==> config.mk <==
export PLATFORM = sky130hd
export DESIGN_NAME = reflet_mem_bridge
export DESIGN_NICKNAME = d
export VERILOG_FILES = /design/src/rtl/reflet_mem_bridge.sv
export SDC_FILE = /design/constraint.sdc
export NUM_CORES = 1
export LEC_CHECK = 0
export CORE_MARGIN = 3
export CORE_UTILIZATION = 50
export CTS_CLUSTER_DIAMETER = 60
export CTS_CLUSTER_SIZE = 30
export DETAILED_ROUTE_END_ITERATION = 8
export PLACE_DENSITY = 0.85
export REMOVE_ABC_BUFFERS = 1
export SLEW_MARGIN = 0
export SYNTH_ARGS = -nofsm -noshare
export SYNTH_HDL_FRONTEND = slang
export SYNTH_SLANG_ARGS = --single-unit
==> constraint.sdc <==
create_clock -name clk -period 3.1 [get_ports clk]
set_input_delay 0.465 -clock clk [delete_from_list [all_inputs] [get_ports clk]]
set_output_delay 0.465 -clock clk [all_outputs]
set_load 0.01 [all_outputs]
==> src/rtl/reflet_mem_bridge.sv <==
// Bridges the CPU's single-cycle RAM port to a req/ack memory.
// Keeps a one-entry read buffer and converts hung accesses into a bus error.
module reflet_mem_bridge #(
   parameter int unsigned wordsize = 16,
   parameter int unsigned timeout  = 255
) (
   input  logic                clk,
   input  logic                reset,
   input  logic [wordsize-1:0] cpu_addr,
   input  logic [wordsize-1:0] cpu_data_out,
   input  logic                cpu_write_en,
   output logic [wordsize-1:0] cpu_data_in,
   output logic                cpu_stall,
   input  logic                invalidate,
   output logic                mem_req,
   output logic                mem_we,
   output logic [wordsize-1:0] mem_addr,
   output logic [wordsize-1:0] mem_wdata,
   input  logic [wordsize-1:0] mem_rdata,
   input  logic                mem_ack,
   output logic                bus_error
);

   localparam logic [1:0] S_IDLE = 2'd0;
   localparam logic [1:0] S_BUSY = 2'd1;
   localparam logic [1:0] S_DONE = 2'd2;

   localparam int unsigned CW = (timeout < 2) ? 1 : $clog2(timeout + 1);
   localparam logic [CW-1:0] TMO_LAST = CW'((timeout == 0) ? 0 : timeout - 1);

   logic [1:0]          state;
   logic [CW-1:0]       counter;
   logic                buf_valid;
   logic [wordsize-1:0] buf_addr;
   logic [wordsize-1:0] buf_data;
   logic                hit;

   assign hit         = buf_valid & (cpu_addr == buf_addr) & ~cpu_write_en;
   assign mem_req     = (state == S_BUSY);
   assign cpu_data_in = buf_data;
   assign cpu_stall   = reset & (((state == S_IDLE) & ~hit) | (state == S_BUSY));

   always_ff @(posedge clk) begin
      if (!reset) begin
         state     <= S_IDLE;
         counter   <= '0;
         buf_valid <= 1'b0;
         buf_addr  <= '0;
         buf_data  <= '0;
         mem_we    <= 1'b0;
         mem_addr  <= '0;
         mem_wdata <= '0;
         bus_error <= 1'b0;
      end else begin
         bus_error <= 1'b0;
         case (state)
            S_IDLE: begin
               if (!hit) begin
                  mem_addr  <= cpu_addr;
                  mem_wdata <= cpu_data_out;
                  mem_we    <= cpu_write_en;
                  counter   <= '0;
                  state     <= S_BUSY;
               end
            end
            S_BUSY: begin
               counter <= counter + CW'(1);
               if (mem_ack) begin
                  // Writes refill the buffer with their own data to stay coherent.
                  buf_addr  <= mem_addr;
                  buf_data  <= mem_we ? mem_wdata : mem_rdata;
                  buf_valid <= 1'b1;
                  state     <= S_DONE;
               end else if ((timeout != 0) && (counter == TMO_LAST)) begin
                  bus_error <= 1'b1;
                  buf_valid <= 1'b0;
                  buf_data  <= '0;
                  state     <= S_DONE;
               end
            end
            S_DONE: state <= S_IDLE;
            default: state <= S_IDLE;
         endcase
         // Placed last so it overrides a same-cycle ack fill of buf_valid.
         if (invalidate) buf_valid <= 1'b0;
      end
   end

endmodule
==> metrics, run 1 <==
fin crit share 94.14%; max cap viols 0; grt ovf 0; Die Wd 88.03 um; global-route met1 utilization between 20% and 30%; Avg WL per Cell approximately 15 um; CTS Buf Count 9; Slew HR about half; first-pass GRT wire length approximately 14000 um; layout cell share with drive strength beyond 1 under 10%; top post-synthesis cells by area dfxtp_1, mux2i_1, nand2_1, a21oi_1, xnor2_1; global route hottest layer met2; diode count 0; post-CTS setup buffers 0; setup TNS 0 ns; area of the multi-input gates about 0.0017 mm2; Core Util, Final 72.32%; crit path time final about 2.9 ns; PortBufs 104; f_max about 0.34 GHz; die height 88.03 um; Total GRT Usage between 20% and 30%; final setup violation count 0; row count 29; Syn Std Cell Area 0.003364 mm2; Peak VDD IR 0.3229 mV; Post-synth ARST share 0%; Setup CP Type in2out; IO Pins roughly 110; core area 0.006422 mm2; die area just under 0.008 mm2; dominant synthesized flop cell dfxtp_1; DPL Wire Length 6031 um; global routing usage on met2 between 30% and 40%; synthesized flop and latch total 77; top cell type's share of synthesized area a little under half; H-tree depth 3; sequential cell area ~0.0015 mm2; Post-synth EDFFs 0; routability cong. 0.9307; YS warnings 0; CTS Hold Bufs 0; CTS resizes 0; cell taking the most area after synthesis dfxtp_1; RSZ-0062 raised after global routing false; clock skew 0.009498 ns; Worst Path Arrival between 2 and 2.5 ns; Syn-to-layout area delta 38.04%; M3 GR Usage around a tenth; NumNets Final between 500 and 600; LEAKAGE about 1.8 nW; via/cell ratio ~5.3; status finished clean; vias in the first global route approximately 3000; DRT Wirelength ~8500 um; placed instance count around 560; largest net degree at the start of global routing 64; CP Max Fanout 2; Clock Tree Buf Depth 2; Hold/Removal Path Class in2reg; synthesized instance count between 300 and 400; PD cells between 500 and 600 mW/mm2; CTS tree done; clock sink total slightly below 80; Iteration-0 DRC Markers 120; DRT Pass-1 Iters 5; DR vias between 3000 and 4000; Clk Latency, worst-skew pair approximately 0.34 ns; Startpoint Class input port; Clock transition at path regs roughly 0.070 ns; # DRC 0; final hold violations 0; initial antenna violation count 0; Power, Total approximately 2.4 mW; Slew @ Worst Pin around 0.72 ns; Post-DRT Antenna Nets 0; Req. time, crit path 2.63 ns; Syn Area/Cell 8.605 um2; Synth cell types 32; non-filler instance count after layout about 570; initial core utilization around 52%; CTS root buffer clkbuf_8; Fillers 490; Pins Over Slew Limit 0; crit path capture type output port; register area share after synthesis between 40% and 50%
==> kinds of logic (layout without fill, tap and decap cells) <==
| kind of cell | after synthesis | in the layout | share of synthesized area (%) |
|---|---|---|---|
| buffers and inverters | 29 | 132 | 4.016 |
| muxes | 49 | 49 | 14.58 |
| AOI/OAI and AO/OA | 45 | 45 | 7.103 |
| DFF | 77 | 77 | 45.82 |
| adders and majority gates | 2 | 2 | 0.7437 |
| and+or+nand+nor | 168 | 168 | 22.28 |
| xor gates and xnor gates | 21 | 21 | 5.467 |
==> layer usage <==
| metal | vias up | part of all wire, % |
|---|---|---|
| li1 | 1492 | - |
| met1 | 1400 | 41 |
| met2 | 116 | 47 |
| met3 | 6 | 11 |
| met4 | 0 | 1.2 |
| met5 | - | 0 |
==> sequential cells by signal (all words and copies together) (netlist names) <==
register and count:
cpu_data_in 16, mem_wdata 16, buf_valid 1, counter 8, bus_error 1, buf_addr 16
mem_we 1, mem_addr 16, state 2
==> cells in the final DEF, fill, tap and decap left out <==
master             n
nor2b_1            1
nand2_1          103
clkbuf_8          10
clkinv_2           1
bufinv_16          1
nor3_2             5
nor4b_1            2
dfxtp_1           77
nor2_1            37
nand3_1            3
buf_4             10
clkdlybuf4s50_1  103
xor2_1             3
nand3b_1           1
a211oi_1           1
ha_1               2
nor4bb_1           1
inv_1              4
nand4_1            8
nor3_1             1
a31oi_1            2
a31o_1             1
nor4bb_2           1
a21oi_1           36
xnor2_1           18
buf_2              1
nor4b_2            1
o31ai_1            1
and3_1             1
mux2i_1           49
and4b_1            1
a211oi_4           1
clkbuf_1           2
and4_1             1
o21ai_0            1
and2_1             1
o21ai_1            2
==> report_power, final <==
group | switching [mW] | internal (mW) | total, mW
clock network | 0.343 | 0.385 | 0.728
logic | 0.243 | 0.275 | 0.519
registers | 0.0535 | 1.06 | 1.11
total | 0.640 | 1.72 | 2.36
==> final timing paths <==
| kind | start | cells after the start | end | slack, ns |
|---|---|---|---|---|
| worst min register to register | buf_addr[11]$_SDFFE_PN0P_ | 2 | buf_addr[11]$_SDFFE_PN0P_ | 0.47 |
| worst max register to register | state[0]$_SDFFE_PN0P_ | 6 | cpu_data_in[7]$_SDFFE_PN0P_ | 0.87 |
| worst min-delay path | reset | 3 | counter[0]$_SDFFE_PN0P_ | 0.46 |
| worst max-delay path | cpu_addr[6] | 7 | cpu_stall | 0.18 |
==> critical path: stages <==
cell             delay [ns]
clkdlybuf4s50_1        0.45
xnor2_1                0.23
nand4_1                0.11
nor4bb_1               0.37
nand3b_1               0.15
and3_1                 0.21
clkdlybuf4s50_1        0.47
==> synth_stat cells, types with 2 or more instances <==
cell type	n
a211oi_1	2
ha_1	2
xnor2_1	18
buf_2	3
nand2_1	103
a31oi_1	2
nand3_1	3
nor3_2	5
xor2_1	3
mux2i_1	49
buf_6	3
nor4b_1	2
nand4_1	8
nor2_1	37
o21ai_1	2
clkbuf_1	19
a21oi_1	36
inv_1	4
dfxtp_1	77
==> per-stage QoR <==
stage | setup WS (ns) | cell area (um2) | hold slack, ns
after CTS | 0.2140 | 4644 | 0.4457
after floorplan | -2.235 | 3244 | 0.4488
after global routing | 0.07772 | 4644 | 0.4815
after global placement | 0.2105 | 4464 | 0.4548
final | 0.1816 | 4644 | 0.4623
after detailed placement | 0.2181 | 4464 | 0.4598
==> area by class of cell <==
| cell class | count | share of cell area [%] |
|---|---|---|
| repair buffers | 114 | 23.92 |
| inverters | 4 | 0.3233 |
| well taps | 77 | 2.074 |
| clock inverters | 2 | 0.7543 |
| flip-flops and latches | 77 | 33.19 |
| clock buffers | 12 | 3.125 |
| multi-input cells | 285 | 36.61 |
No activity file was read; power rests on OpenSTA's default activity.
==> inputs of run 2 (changes only) <==
--- a/config.mk
+++ b/config.mk
@@ -12,7 +12,7 @@
 export DETAILED_ROUTE_END_ITERATION = 8
 export PLACE_DENSITY = 0.85
 export REMOVE_ABC_BUFFERS = 1
-export SLEW_MARGIN = 0
+export SLEW_MARGIN = 20
 export SYNTH_ARGS = -nofsm -noshare
 export SYNTH_HDL_FRONTEND = slang
 export SYNTH_SLANG_ARGS = --single-unit
==> results of run 2 <==
The final DEF is identical to that of run 1; final timing and power are the same.
==> inputs of run 3 (changes only) <==
--- a/config.mk
+++ b/config.mk
@@ -5,12 +5,14 @@
 export SDC_FILE = /design/constraint.sdc
 export NUM_CORES = 1
 export LEC_CHECK = 0
+export CELL_PAD_IN_SITES_DETAIL_PLACEMENT = 1
+export CELL_PAD_IN_SITES_GLOBAL_PLACEMENT = 2
 export CORE_MARGIN = 3
-export CORE_UTILIZATION = 50
+export CORE_UTILIZATION = 29
 export CTS_CLUSTER_DIAMETER = 60
 export CTS_CLUSTER_SIZE = 30
 export DETAILED_ROUTE_END_ITERATION = 8
-export PLACE_DENSITY = 0.85
+export PLACE_DENSITY_LB_ADDON = 0.1
 export REMOVE_ABC_BUFFERS = 1
 export SLEW_MARGIN = 20
 export SYNTH_ARGS = -nofsm -noshare
==> metrics, run 3 (synthesized netlist as in run 1, its figures left out) <==
status finished clean; H-tree depth 3 (unchanged); CTS root buffer clkbuf_16; first-pass GRT wire length 16560 um (+20%); IO Pins 105 (unchanged); initial antenna violation count 0 (unchanged); PD cells 582.3 mW/mm2 (+15%); diode count 0 (unchanged); PortBufs 104 (unchanged); f_max 0.3396 GHz (-0.90%); Seq pwr share 39.1% (-8.1 points); clock power share 42.4% (+12 points); CP max stage delay 0.48 ns (about the same); crit-path cells clkdlybuf4s50_1, xnor2_1, nand4_1, nor4b_2, nand3b_1, and3_1, clkdlybuf4s50_1; LEAKAGE 1.857 nW (+4.3%); NumNets Final 544 (-0.37%); largest net degree at the start of global routing 56 (-13%); clock skew 0.006459 ns (-0.003038 ns); DR vias 3012 (-0.066%); flop2flop setup slack 1.17 ns (+0.30 ns); clock sink total 77 (unchanged); CTS tree done; grt ovf 0 (unchanged); Req. time, crit path 2.63 ns (about the same); Peak VDD IR 0.2834 mV (-12%); row count 38 (+31%); die area 0.01293 mm2 (+67%); Clk Latency, worst-skew pair 0.34 ns (about the same); CTS Hold Bufs 0 (unchanged); Pins Over Slew Limit 0 (unchanged); setup TNS 0 ns (unchanged); Syn-to-layout area delta 45.52%; Top delay family on crit path buffers and inverters; Clock transition at path regs 0.06 ns (about the same); via/cell ratio 4.751 (-10%); Slew HR 41.93% (-9.6 points); CTS Buf Count 9 (unchanged); Slew @ Worst Pin 0.8710 ns (+0.1460 ns); CP Max Fanout 2 (unchanged); die height 113.7 um (+29%); Post-DRT Antenna Nets 0 (unchanged); Worst Path Arrival 2.48 ns (+0.03 ns); routability cong. 0.7465 (-20%); Die Wd 113.7 um (+29%); Iteration-0 DRC Markers 87 (-28%); initial core utilization 30.37% (-22 points); layout cell share with drive strength beyond 1 7.085% (+0.81 points); sw frac 25.35% (-1.7 points); vias in the first global route 3261 (+8.9%); Power, Total 2.851 mW (+21%); final hold violations 0 (unchanged); Internal 2.128 mW (+24%); crit path time final 2.945 ns (+0.02636 ns); Avg WL per Cell 15.71 um (+5.1%); NetSw 0.7228 mW (+13%); crit path capture type output port; most used cell, CP clkdlybuf4s50_1; max cap viols 0 (unchanged); CP max stage cell clkdlybuf4s50_1; Startpoint Class input port; # DRC 0 (unchanged); RSZ-0062 raised after global routing false; hold slack 0.4687 ns (+0.006465 ns); Fillers 1315 (+170%); fin crit share 94.99% (+0.85 points); Gate power share 18.5% (-3.5 points); Clock Tree Buf Depth 2 (unchanged); core area 0.01108 mm2 (+72%); DRT Wirelength 9963 um (+17%); final setup violation count 0 (unchanged); commonest cells after routing, fill and taps aside nand2_1, clkdlybuf4s50_1, dfxtp_1; Setup CP Type in2out; DPL Wire Length 6770 um (+12%); CP Buf/Inv Count 2 (unchanged); Hold/Removal Path Class reg2reg; Total GRT Usage 16.28% (-6.8 points); DRT Pass-1 Iters 4 (-1); non-filler instance count after layout 634 (+11%); placed instance count 618 (+11%)
[run 3: worst reg2reg max path, delay by kind of cell (launching register included)]
family	cells	cell delay, ns
AOI/OAI and AO/OA	1	0.11
xor gates and xnor gates	1	0.26
buffers and inverters	1	0.31
DFF	1	0.32
muxes	1	0.20
and+or+nand+nor	2	0.58
[run 3: what timing repair did]
item | CTS | global route
gates resized for setup | 0 | 1
setup endpoints to repair | 0 | 1
setup buffers | 0 | 0
[run 3: final timing paths]
path / startpoint / to / cells past startpoint
worst max register to register: buf_addr[10]$_SDFFE_PN0P_ / mem_wdata[12]$_SDFFE_PN0P_ / 6
worst min-delay path: buf_addr[5]$_SDFFE_PN0P_ / buf_addr[5]$_SDFFE_PN0P_ / 2
worst min register to register: buf_addr[5]$_SDFFE_PN0P_ / buf_addr[5]$_SDFFE_PN0P_ / 2
worst max-delay path: cpu_addr[0] / cpu_stall / 7
[run 3: power by group through the flow]
stage	Sequential, mW	Combinational, mW	Clock, mW
floorplan	1.16	0.229	0
global placement	1.13	0.529	0
detailed placement	1.14	0.537	0
CTS	1.12	0.539	1.24
global route	1.13	0.579	1.28
finish	1.12	0.526	1.21
[run 3: layout make-up]
cell class,instances,area (um2),area share (%)
multi-input combinational,285,1710,34.93
tap,140,175.2,3.578
clock inverter,3,65.06,1.329
clock buffer,13,280.3,5.725
timing repair buffer,112,1109,22.64
sequential,77,1541,31.48
inverter,4,15.01,0.3067
[run 3: stage by stage]
step / cell area, um2 / setup slack, ns / util [%]
after global placement: 4544 / 0.1221 / 41.02
after CTS: 4890 / 0.1123 / 44.14
after detailed placement: 4544 / 0.1212 / 41.02
after global routing: 4896 / 0.03627 / 44.19
final: 4896 / 0.1552 / 44.19
after floorplan: 3244 / -2.235 / -
[run 3: metal layers]
layer	routed length [um]	track usage, %	part of all wire, %
met4	179	6.731	1.8
met2	4680	27.09	47
met3	737	5.040	7.4
met1	4365	19.47	44
met5	0	0	0
